## config.mk

```make
export PLATFORM = sky130hd
export DESIGN_NAME = alu_op_sequencer
export DESIGN_NICKNAME = d
export VERILOG_FILES = /design/src/rtl/alu_seq_pkg.sv /design/src/rtl/alu_op_sequencer_timer.sv /design/src/rtl/alu_op_sequencer.sv
export SDC_FILE = /design/constraint.sdc
export NUM_CORES = 1
export LEC_CHECK = 0
export CAP_MARGIN = 20
export CORE_MARGIN = 2
export CORE_UTILIZATION = 47
export CTS_CLUSTER_DIAMETER = 30
export DETAILED_ROUTE_END_ITERATION = 8
export HOLD_SLACK_MARGIN = 0.12
export PLACE_DENSITY_LB_ADDON = 0.25
export SYNTH_ARGS = -nofsm -noshare
export SYNTH_HDL_FRONTEND = slang
export SYNTH_SLANG_ARGS = --single-unit
```

## constraint.sdc

```tcl
create_clock -name clk -period 2 [get_ports clk]
set_input_delay 0.4 -clock clk [delete_from_list [all_inputs] [get_ports clk]]
set_output_delay 0.4 -clock clk [all_outputs]
set_load 0.02 [all_outputs]
```

## src/rtl/alu_seq_pkg.sv

```systemverilog
// Shared definitions for the ALU operation sequencer: FSM state encoding,
// ALU opcode values and default cycle counts.
package alu_seq_pkg;

    localparam int DW_DEF         = 32;
    localparam int OPW_DEF        = 4;
    localparam int SETUP_CYC_DEF  = 2;
    localparam int STROBE_CYC_DEF = 4;
    localparam int SETTLE_CYC_DEF = 8;

    // Opcode values as decoded by the ALU
    localparam logic [3:0] OP_ADD = 4'd0;
    localparam logic [3:0] OP_XOR = 4'd4;

    typedef enum logic [3:0] {
        S_IDLE   = 4'd0,
        S_A_SET  = 4'd1,
        S_A_STB  = 4'd2,
        S_B_SET  = 4'd3,
        S_B_STB  = 4'd4,
        S_F_SET  = 4'd5,
        S_F_STB  = 4'd6,
        S_SETTLE = 4'd7,
        S_DONE   = 4'd8
    } seq_state_e;

    // Largest of three cycle counts
    function automatic int max3(input int a, input int b, input int c);
        int m;
        m = (a > b) ? a : b;
        return (m > c) ? m : c;
    endfunction

    // Counter width able to hold max_cnt-1; never narrower than one bit
    function automatic int cnt_width(input int max_cnt);
        return (max_cnt > 1) ? $clog2(max_cnt) : 1;
    endfunction

endpackage

```

## src/rtl/alu_op_sequencer_timer.sv

```systemverilog
// Loadable down-counter used to time every sequencer state. It stops at
// zero and reports zero combinationally from the count register.
module seq_timer #(
    parameter int TW = 3
) (
    input  logic          clk,
    input  logic          rst,
    input  logic          load,
    input  logic [TW-1:0] load_val,
    output logic          zero
);

    logic [TW-1:0] cnt_r;

    // Count down toward zero; a load takes priority over counting
    always_ff @(posedge clk) begin
        if (rst) begin
            cnt_r <= {TW{1'b0}};
        end else if (load) begin
            cnt_r <= load_val;
        end else if (cnt_r != {TW{1'b0}}) begin
            cnt_r <= cnt_r - TW'(1);
        end else begin
            cnt_r <= cnt_r;
        end
    end

    assign zero = (cnt_r == {TW{1'b0}});

endmodule

```

## src/rtl/alu_op_sequencer.sv

```systemverilog
// Front-end sequencer for the multi-function ALU. Accepts one (A, B, opcode)
// command, plays it onto the shared switch bus with A/B/F load strobes in that
// order with setup and hold margins, waits for the ALU to settle, then returns
// the captured result and flags on a valid/ready handshake.
module alu_op_sequencer
    import alu_seq_pkg::*;
#(
    parameter int DW         = DW_DEF,
    parameter int OPW        = OPW_DEF,
    parameter int SETUP_CYC  = SETUP_CYC_DEF,
    parameter int STROBE_CYC = STROBE_CYC_DEF,
    parameter int SETTLE_CYC = SETTLE_CYC_DEF
) (
    input  logic           clk,
    input  logic           rst,
    input  logic           cmd_valid,
    output logic           cmd_ready,
    input  logic [DW-1:0]  cmd_a,
    input  logic [DW-1:0]  cmd_b,
    input  logic [OPW-1:0] cmd_op,
    output logic           res_valid,
    input  logic           res_ready,
    output logic [DW-1:0]  res_f,
    output logic [3:0]     res_fr,
    output logic [DW-1:0]  alu_sw,
    output logic           alu_ld_a,
    output logic           alu_ld_b,
    output logic           alu_ld_f,
    input  logic [DW-1:0]  alu_f,
    input  logic [3:0]     alu_fr
);

    localparam int TW = cnt_width(max3(SETUP_CYC, STROBE_CYC, SETTLE_CYC));

    // Timer reload values: each state lasts (load value + 1) cycles
    localparam logic [TW-1:0] SETUP_LD  = TW'(SETUP_CYC - 1);
    localparam logic [TW-1:0] STROBE_LD = TW'(STROBE_CYC - 1);
    localparam logic [TW-1:0] SETTLE_LD = TW'(SETTLE_CYC - 1);

    seq_state_e     state_r;
    logic [DW-1:0]  a_r;
    logic [DW-1:0]  b_r;
    logic [OPW-1:0] op_r;

    logic           tmr_load_s;
    logic [TW-1:0]  tmr_val_s;
    logic           tmr_zero_s;
    logic           cmd_accept_s;
    logic [DW-1:0]  op_ext_s;

    assign cmd_ready    = (state_r == S_IDLE) && !rst;
    assign cmd_accept_s = cmd_valid && cmd_ready;
    assign op_ext_s     = {{(DW-OPW){1'b0}}, op_r};

    seq_timer #(
        .TW (TW)
    ) u_timer (
        .clk      (clk),
        .rst      (rst),
        .load     (tmr_load_s),
        .load_val (tmr_val_s),
        .zero     (tmr_zero_s)
    );

    // Timer reload on every state entry, mirroring the FSM transitions below
    always_comb begin
        tmr_load_s = 1'b0;
        tmr_val_s  = {TW{1'b0}};
        case (state_r)
            S_IDLE: begin
                if (cmd_accept_s) begin
                    tmr_load_s = 1'b1;
                    tmr_val_s  = SETUP_LD;
                end else begin
                    tmr_load_s = 1'b0;
                    tmr_val_s  = {TW{1'b0}};
                end
            end
            S_A_SET, S_B_SET, S_F_SET: begin
                if (tmr_zero_s) begin
                    tmr_load_s = 1'b1;
                    tmr_val_s  = STROBE_LD;
                end else begin
                    tmr_load_s = 1'b0;
                    tmr_val_s  = {TW{1'b0}};
                end
            end
            S_A_STB, S_B_STB: begin
                if (tmr_zero_s) begin
                    tmr_load_s = 1'b1;
                    tmr_val_s  = SETUP_LD;
                end else begin
                    tmr_load_s = 1'b0;
                    tmr_val_s  = {TW{1'b0}};
                end
            end
            S_F_STB: begin
                if (tmr_zero_s) begin
                    tmr_load_s = 1'b1;
                    tmr_val_s  = SETTLE_LD;
                end else begin
                    tmr_load_s = 1'b0;
                    tmr_val_s  = {TW{1'b0}};
                end
            end
            S_SETTLE: begin
                if (tmr_zero_s) begin
                    tmr_load_s = 1'b1;
                    tmr_val_s  = {TW{1'b0}};
                end else begin
                    tmr_load_s = 1'b0;
                    tmr_val_s  = {TW{1'b0}};
                end
            end
            S_DONE: begin
                if (res_ready) begin
                    tmr_load_s = 1'b1;
                    tmr_val_s  = {TW{1'b0}};
                end else begin
                    tmr_load_s = 1'b0;
                    tmr_val_s  = {TW{1'b0}};
                end
            end
            default: begin
                tmr_load_s = 1'b0;
                tmr_val_s  = {TW{1'b0}};
            end
        endcase
    end

    // Sequencer FSM: sequences bus and strobes, then captures and offers the result
    always_ff @(posedge clk) begin
        if (rst) begin
            state_r   <= S_IDLE;
            alu_sw    <= {DW{1'b0}};
            alu_ld_a  <= 1'b0;
            alu_ld_b  <= 1'b0;
            alu_ld_f  <= 1'b0;
            res_valid <= 1'b0;
            res_f     <= {DW{1'b0}};
            res_fr    <= 4'd0;
            a_r       <= {DW{1'b0}};
            b_r       <= {DW{1'b0}};
            op_r      <= {OPW{1'b0}};
        end else begin
            case (state_r)
                S_IDLE: begin
                    if (cmd_accept_s) begin
                        a_r     <= cmd_a;
                        b_r     <= cmd_b;
                        op_r    <= cmd_op;
                        alu_sw  <= cmd_a;
                        state_r <= S_A_SET;
                    end
                end
                S_A_SET: begin
                    alu_sw <= a_r;
                    if (tmr_zero_s) begin
                        alu_ld_a <= 1'b1;
                        state_r  <= S_A_STB;
                    end
                end
                S_A_STB: begin
                    if (tmr_zero_s) begin
                        // Strobe falls and the bus moves to B on the same edge
                        alu_ld_a <= 1'b0;
                        alu_sw   <= b_r;
                        state_r  <= S_B_SET;
                    end
                end
                S_B_SET: begin
                    alu_sw <= b_r;
                    if (tmr_zero_s) begin
                        alu_ld_b <= 1'b1;
                        state_r  <= S_B_STB;
                    end
                end
                S_B_STB: begin
                    if (tmr_zero_s) begin
                        alu_ld_b <= 1'b0;
                        alu_sw   <= op_ext_s;
                        state_r  <= S_F_SET;
                    end
                end
                S_F_SET: begin
                    alu_sw <= op_ext_s;
                    if (tmr_zero_s) begin
                        alu_ld_f <= 1'b1;
                        state_r  <= S_F_STB;
                    end
                end
                S_F_STB: begin
                    if (tmr_zero_s) begin
                        // Opcode stays on the bus until the next command
                        alu_ld_f <= 1'b0;
                        state_r  <= S_SETTLE;
                    end
                end
                S_SETTLE: begin
                    if (tmr_zero_s) begin
                        res_f     <= alu_f;
                        res_fr    <= alu_fr;
                        res_valid <= 1'b1;
                        state_r   <= S_DONE;
                    end
                end
                S_DONE: begin
                    if (res_ready) begin
                        res_valid <= 1'b0;
                        state_r   <= S_IDLE;
                    end
                end
                default: begin
                    alu_ld_a  <= 1'b0;
                    alu_ld_b  <= 1'b0;
                    alu_ld_f  <= 1'b0;
                    res_valid <= 1'b0;
                    state_r   <= S_IDLE;
                end
            endcase
        end
    end

endmodule
```

Word level (Yosys, flattened, before mapping):

Cells that the tools add are included.

* logic and storage cells: 89
* input port bits: 108
* output and inout port bits: 73
* flip-flop bits (word level): 147

* multiplexer cells: 32
* equality and inequality tests: 17
* $add $sub $neg: 1
* reductions and logical operators: 23
* bitwise gates (word level): 4

Operator list (number)
* $pmux 32 s6: 1
* $mux 32: 3
* $mux 4: 9
* $pmux 4 s9: 1
* $reduce_or 7->1: 5
* $ne 2x2->1 const B: 9
* $eq 4x3->1 const B: 4
* $pmux 1 s3: 5
* $pmux 3 s4: 1
* $reduce_and 3->1: 4
* $mux 3: 3
* $reduce_and 9->1: 1
* $eq 4x2->1 const B: 2
* $mux 1: 8
* $reduce_bool 6->1: 1
* $eq 4x1->1 const B: 1
* $eq 4x4->1 const B: 1
* $logic_not 4->1: 1
* $not 1->1: 4
* $reduce_and 2->1: 2
* $reduce_and 4->1: 1
* $logic_not 3->1: 1
* $reduce_bool 3->1: 1
* $reduce_or 3->1: 1
* 6 further kinds: 7

Logic depth before layout (Yosys ltp):

* depth after elaboration: 6
* depth in mapped cells: 8

Modules after synthesis:

From an unflattened synthesis, not the netlist that was laid out.

* cell total of the unflattened synthesis: 721
* area total of the unflattened synthesis: 6009.5 sq um

Modules (own cells, without submodules)
* alu_op_sequencer: seq. area each 2882.8 sq um, area an instance 5803.1 sq um, cells an instance 699, times used 1
* seq_timer: seq. area each 60.1 sq um, area an instance 206.4 sq um, cells an instance 22, times used 1

Worst setup path after synthesis:

No wires, ideal clock.

* path type: register to register
* start point: reg u_timer.cnt_r[0]
* end point: reg alu_sw[15]
* arrival time: 1.695 ns
* setup time: 0.146 ns
* cell stages (with the launch flop): 8
* clock period less this slack: 1.841 ns
* path slack: 0.159 ns
* buffers on the path: 1
* path through: dfxtp_1 > inv_1 > ha_1 > nor2b_1 > mux2i_1 > a221oi_4 > buf_4 > a211oi_2

* cells in the longest elaborated chain, start to end: 3
* elaborated cells on any way between the ends: 4
* classes of those cells: 2 x eq/ne; 2 x reduce/logical

RTL lines
* from (decl): line alu_op_sequencer_timer.sv:13 `logic [TW-1:0] cnt_r;`
* from (signal assigned): line alu_op_sequencer_timer.sv:18 `cnt_r <= {TW{1'b0}};`
* from (signal assigned): line alu_op_sequencer_timer.sv:20 `cnt_r <= load_val;`
* from (signal assigned): line alu_op_sequencer_timer.sv:22 `cnt_r <= cnt_r - TW'(1);`
* $logic_not 3->1 (*): line alu_op_sequencer_timer.sv:28 `assign zero = (cnt_r == {TW{1'b0}});`
* $ne 2x2->1 (no source line)
* $reduce_and 4->1 (no source line) (*)
* to (signal assigned): line alu_op_sequencer.sv:135 `alu_sw <= {DW{1'b0}};`
* to (signal assigned): line alu_op_sequencer.sv:152 `alu_sw <= cmd_a;`
* to (signal assigned): line alu_op_sequencer.sv:157 `alu_sw <= a_r;`
* to (decl): line alu_op_sequencer.sv:25 `output logic [DW-1:0] alu_sw,`

Mark *: on every way between the ends. The rest lies on a longest branch, timed or not.
A chain may end at the register's enable or synchronous reset.

Worst setup path after layout:

* start point: reg state_r[0]
* end point: out cmd_ready

* cells in the longest elaborated chain, start to end: 2

RTL lines
* from (decl): line alu_op_sequencer.sv:40 `seq_state_e state_r;`
* from (signal assigned): line alu_op_sequencer.sv:134 `state_r <= S_IDLE;`
* from (signal assigned): line alu_op_sequencer.sv:153 `state_r <= S_A_SET;`
* from (signal assigned): line alu_op_sequencer.sv:160 `state_r <= S_A_STB;`
* $logic_not 4->1: line alu_op_sequencer.sv:51 `assign cmd_ready = (state_r == S_IDLE) && !rst;`
* $logic_and 1x1->1: line alu_op_sequencer.sv:51
* to (decl): line alu_op_sequencer.sv:17 `output logic cmd_ready,`

Every way passes these cells.

==> flow_metrics.py <==
metrics = {
    "detailed_routing": {
        "drt_iter0_markers": 524,
        "drtAntennaViolNets": 0,
        "routed_wire_length_per_instance_um": 15.5,
        "drc_errors": 0,
        "detailedRoute.firstPassIterationCount": 9,
        "met2_length_um": 8170,
        "finalWirelength_um": 16600,
        "dr_total_vias": 5779,
        "dr_vias_cell": 5.39,
        "met1_length_um": 7000,
        "met3RoutedLength_um": 1150,
        "routed.top_layer": "met4",
    },
    "pwr": {
        "ir_drop_uv": 902,
        "cellLeakagePower_nw": 3.12,
        "power_density_mw_per_mm2": 1400,
    },
    "synth": {
        "ys_types": 46,
        "synthesis.instances": 710,
        "synth_area_per_cell_um2": 8.35,
        "yosys_register_bits": 147,
        "ys_warn_count": 0,
        "post_synthesis_sequential_area_ratio": 0.497,
        "post_synthesis_cell_area_mm2": 0.00593,
        "synth_nets": 820,
    },
    "worst_setup_path": {
        "reg2reg_setup_slack_ns": 0.08,
        "ws_path_type": "reg2out",
        "worstSetupStartpointType": "register",
        "timing.critical_path.arrival_ns": 1.54,
        "path_cells": "or3_1 -> nor3_2 -> buf_2",
        "required_ns": 1.60,
        "setup.worst_path.end_class": "output port",
        "max_fo_critical_path": 2,
        "cp_slowest_cell": "sky130_fd_sc_hd__or3_1",
        "cpPeakStageDelay_ns": 0.42,
    },
    "cts": {
        "cts_buffers": 17,
        "clock_insertion_delay_worst_skew_ns": 0.42,
        "root_buffer": "sky130_fd_sc_hd__clkbuf_16",
        "post_cts_hold_buffer_count": 0,
        "clkSlewWorstSetupHoldPaths_ns": 0.06,
        "htree_levels": 4,
        "tritoncts": "done",
        "tritoncts_num_sinks": 147,
        "cts-root-to-sink-buffers": 2,
    },
    "global_routing": {
        "grt_pass1_wl_um": 25700,
        "number_of_global_route_vias_before_repair": 5458,
        "maximum_number_of_pins_on_one_net_before_global_route_repair": 73,
        "globalRouteTotalUtil": 0.242,
        "antenna_found_initial": 0,
        "congestion_overflow_gr": 0,
    },
    "status": {
        "status": "finished clean",
    },
    "floorplan": {
        "rows": 41,
        "design.core.area_mm2": 0.0125,
        "fp.dieH_um": 116,
        "dieArea_mm2": 0.0135,
        "floorplan.initialDensity": 0.475,
        "die_width_um": 116,
        "pin_count": 181,
    },
    "finish": {
        "finalInstanceArea_mm2": 0.00863,
        "stdcell_count": 1073,
        "num-fill-cells": 1002,
        "post_route_cells_drive_above_1_share": 0.118,
        "fin_nets": 1000,
        "area.growth.synth_to_final_pct": 45.6,
        "finish.utilization": 0.692,
    },
    "sta": {
        "timing.final.crit_share": 0.969,
        "maxSlewHeadroom": 0.623,
        "post-route-min-period_ns": 1.94,
        "worst_pin_slew_ns": 0.565,
        "layout_setup_ws_ns": 0.0615,
        "worst_clock_skew_ns": 0.00848,
        "finalHoldViolations": 0,
        "fmax_ghz": 0.516,
        "slew_violations": 0,
        "finalSetupViolCount": 0,
    },
    "placement": {
        "dp_cells": 1037,
        "place.port_buffers": 180,
        "placed_area_mm2": 0.00801,
        "placer_s_final_routability_congestion_estimate": 0.919,
        "hpwlAfterDp_um": 11400,
        "dpl_worst_slack_ns": -0.255,
    },
    "worst_hold_path": {
        "worst_hold_path_type": "reg2reg",
    },
    "flow_run": {
        "cap_viol_max_count": 0,
    },
}
==> final cells by class <==
cell class	instances	area [um2]	area share
antenna	1	2.50	0.000290
clock buffer	23	458	0.0531
clock inverter	6	58.8	0.00681
inverter	6	22.5	0.00261
multi-input combinational	496	2710	0.314
tap	172	215	0.0249
sequential	147	2940	0.341
timing repair buffer	222	2220	0.257
==> final timing paths <==
check,depth (start not counted),startpoint,end
setup / recovery,3,state_r[0],cmd_ready
hold / removal,2,res_valid,res_valid
setup reg to reg,8,state_r[2],alu_sw[31]
hold reg to reg,2,res_valid,res_valid
==> cells by family (layout without fill, tap and decap cells) <==
family,Yosys count,after routing,synth area share
and+or+nand+nor,284,284,0.192
AOI/OAI and AO/OA,205,205,0.245
DFF,147,147,0.497
buffers and inverters,67,257,0.0543
xor gates and xnor gates,3,3,0.00443
adders and majority gates,2,2,0.00422
muxes,2,2,0.00338
other,0,1,0
==> cell usage after synthesis, drive strengths merged <==
master / number / area, um2
a2111oi: 1 / 8.76
nor2b: 2 / 12.5
o211a: 1 / 10.0
o41ai: 1 / 8.76
a32oi: 1 / 8.76
a221oi: 2 / 35.0
xnor2: 2 / 17.5
a211oi: 30 / 345
clkbuf: 36 / 136
o2111ai: 1 / 8.76
nand2b: 4 / 25.0
a222oi: 32 / 320
inv: 6 / 22.5
ha: 2 / 25.0
o221ai: 1 / 8.76
nor2: 35 / 131
nor3b: 2 / 20.0
o31ai: 1 / 7.51
xor2: 1 / 8.76
a21o: 1 / 7.51
or2: 2 / 12.5
a31oi: 5 / 31.3
nor4bb: 1 / 10.0
o21ai: 79 / 395
a21oi: 46 / 230
nand2: 223 / 837
a22o: 1 / 8.76
o2bb2ai: 1 / 8.76
buf: 25 / 163
nor4: 1 / 6.26
o311a: 1 / 10.0
nand3: 3 / 15.0
mux2i: 2 / 20.0
nor3: 9 / 55.1
dfxtp: 147 / 2940
or3: 2 / 12.5
==> flip-flops by register name (all words and copies together) (netlist names) <==
| name | cells |
|---|---|
| a_r | 32 |
| alu_sw | 32 |
| b_r | 32 |
| res_f | 32 |
| op_r | 4 |
| res_fr | 4 |
| state_r | 4 |
| u_timer.cnt_r | 3 |
| alu_ld_a | 1 |
| alu_ld_b | 1 |
| alu_ld_f | 1 |
| res_valid | 1 |
==> critical path: cells and delay by family, from the launching register on <==
kind | cells | cell delay [ns]
AND/OR/NAND/NOR | 2 | 0.61
flip-flops | 1 | 0.31
buffers and inverters | 1 | 0.21
==> metal layers <==
metal	up-vias	GRT usage
met5	-	0
met4	0	0.113
met3	28	0.0550
met2	231	0.409
met1	2696	0.293
li1	2824	-
==> timing repair <==
action | 4_1_cts | 5_1_grt
resized for setup | 7 | 11
pin swaps | 0 | 1
setup endpoints to repair | 2 | 33
cloned | 0 | 1
buffers inserted | 0 | 5
==> power by group <==
part / internal, W / switching, W / total (W)
registers: 0.00368 / 0.000456 / 0.00414
clock network: 0.00171 / 0.00114 / 0.00285
logic: 0.00231 / 0.00281 / 0.00511
==> cell usage in the layout, fill, tap and decap left out, drive strengths merged, types with 2 or more instances in the layout <==
cell type      instances
nand2                223
clkdlybuf4s50        178
dfxtp                147
o21ai                 79
a21oi                 46
buf                   43
nor2                  35
a222oi                32
a211oi                30
clkbuf                24
nor3                   9
inv                    6
a31oi                  5
clkinv                 5
nand2b                 4
nand3                  3
or3                    2
xnor2                  2
mux2i                  2
nor2b                  2
or2                    2
a221oi                 2
nor3b                  2
ha                     2
==> metrics by stage <==
step	TNS (ns)	power [W]	hold slack, ns
after floorplan	0	0.00707	0.428
after global placement	-3.80	0.00880	0.436
after detailed placement	-6.88	0.00897	0.448
after CTS	0	0.0119	0.455
after global routing	-0.00292	0.0128	0.471
final	0	0.0121	0.452
Power figures use the tool's default switching activity.
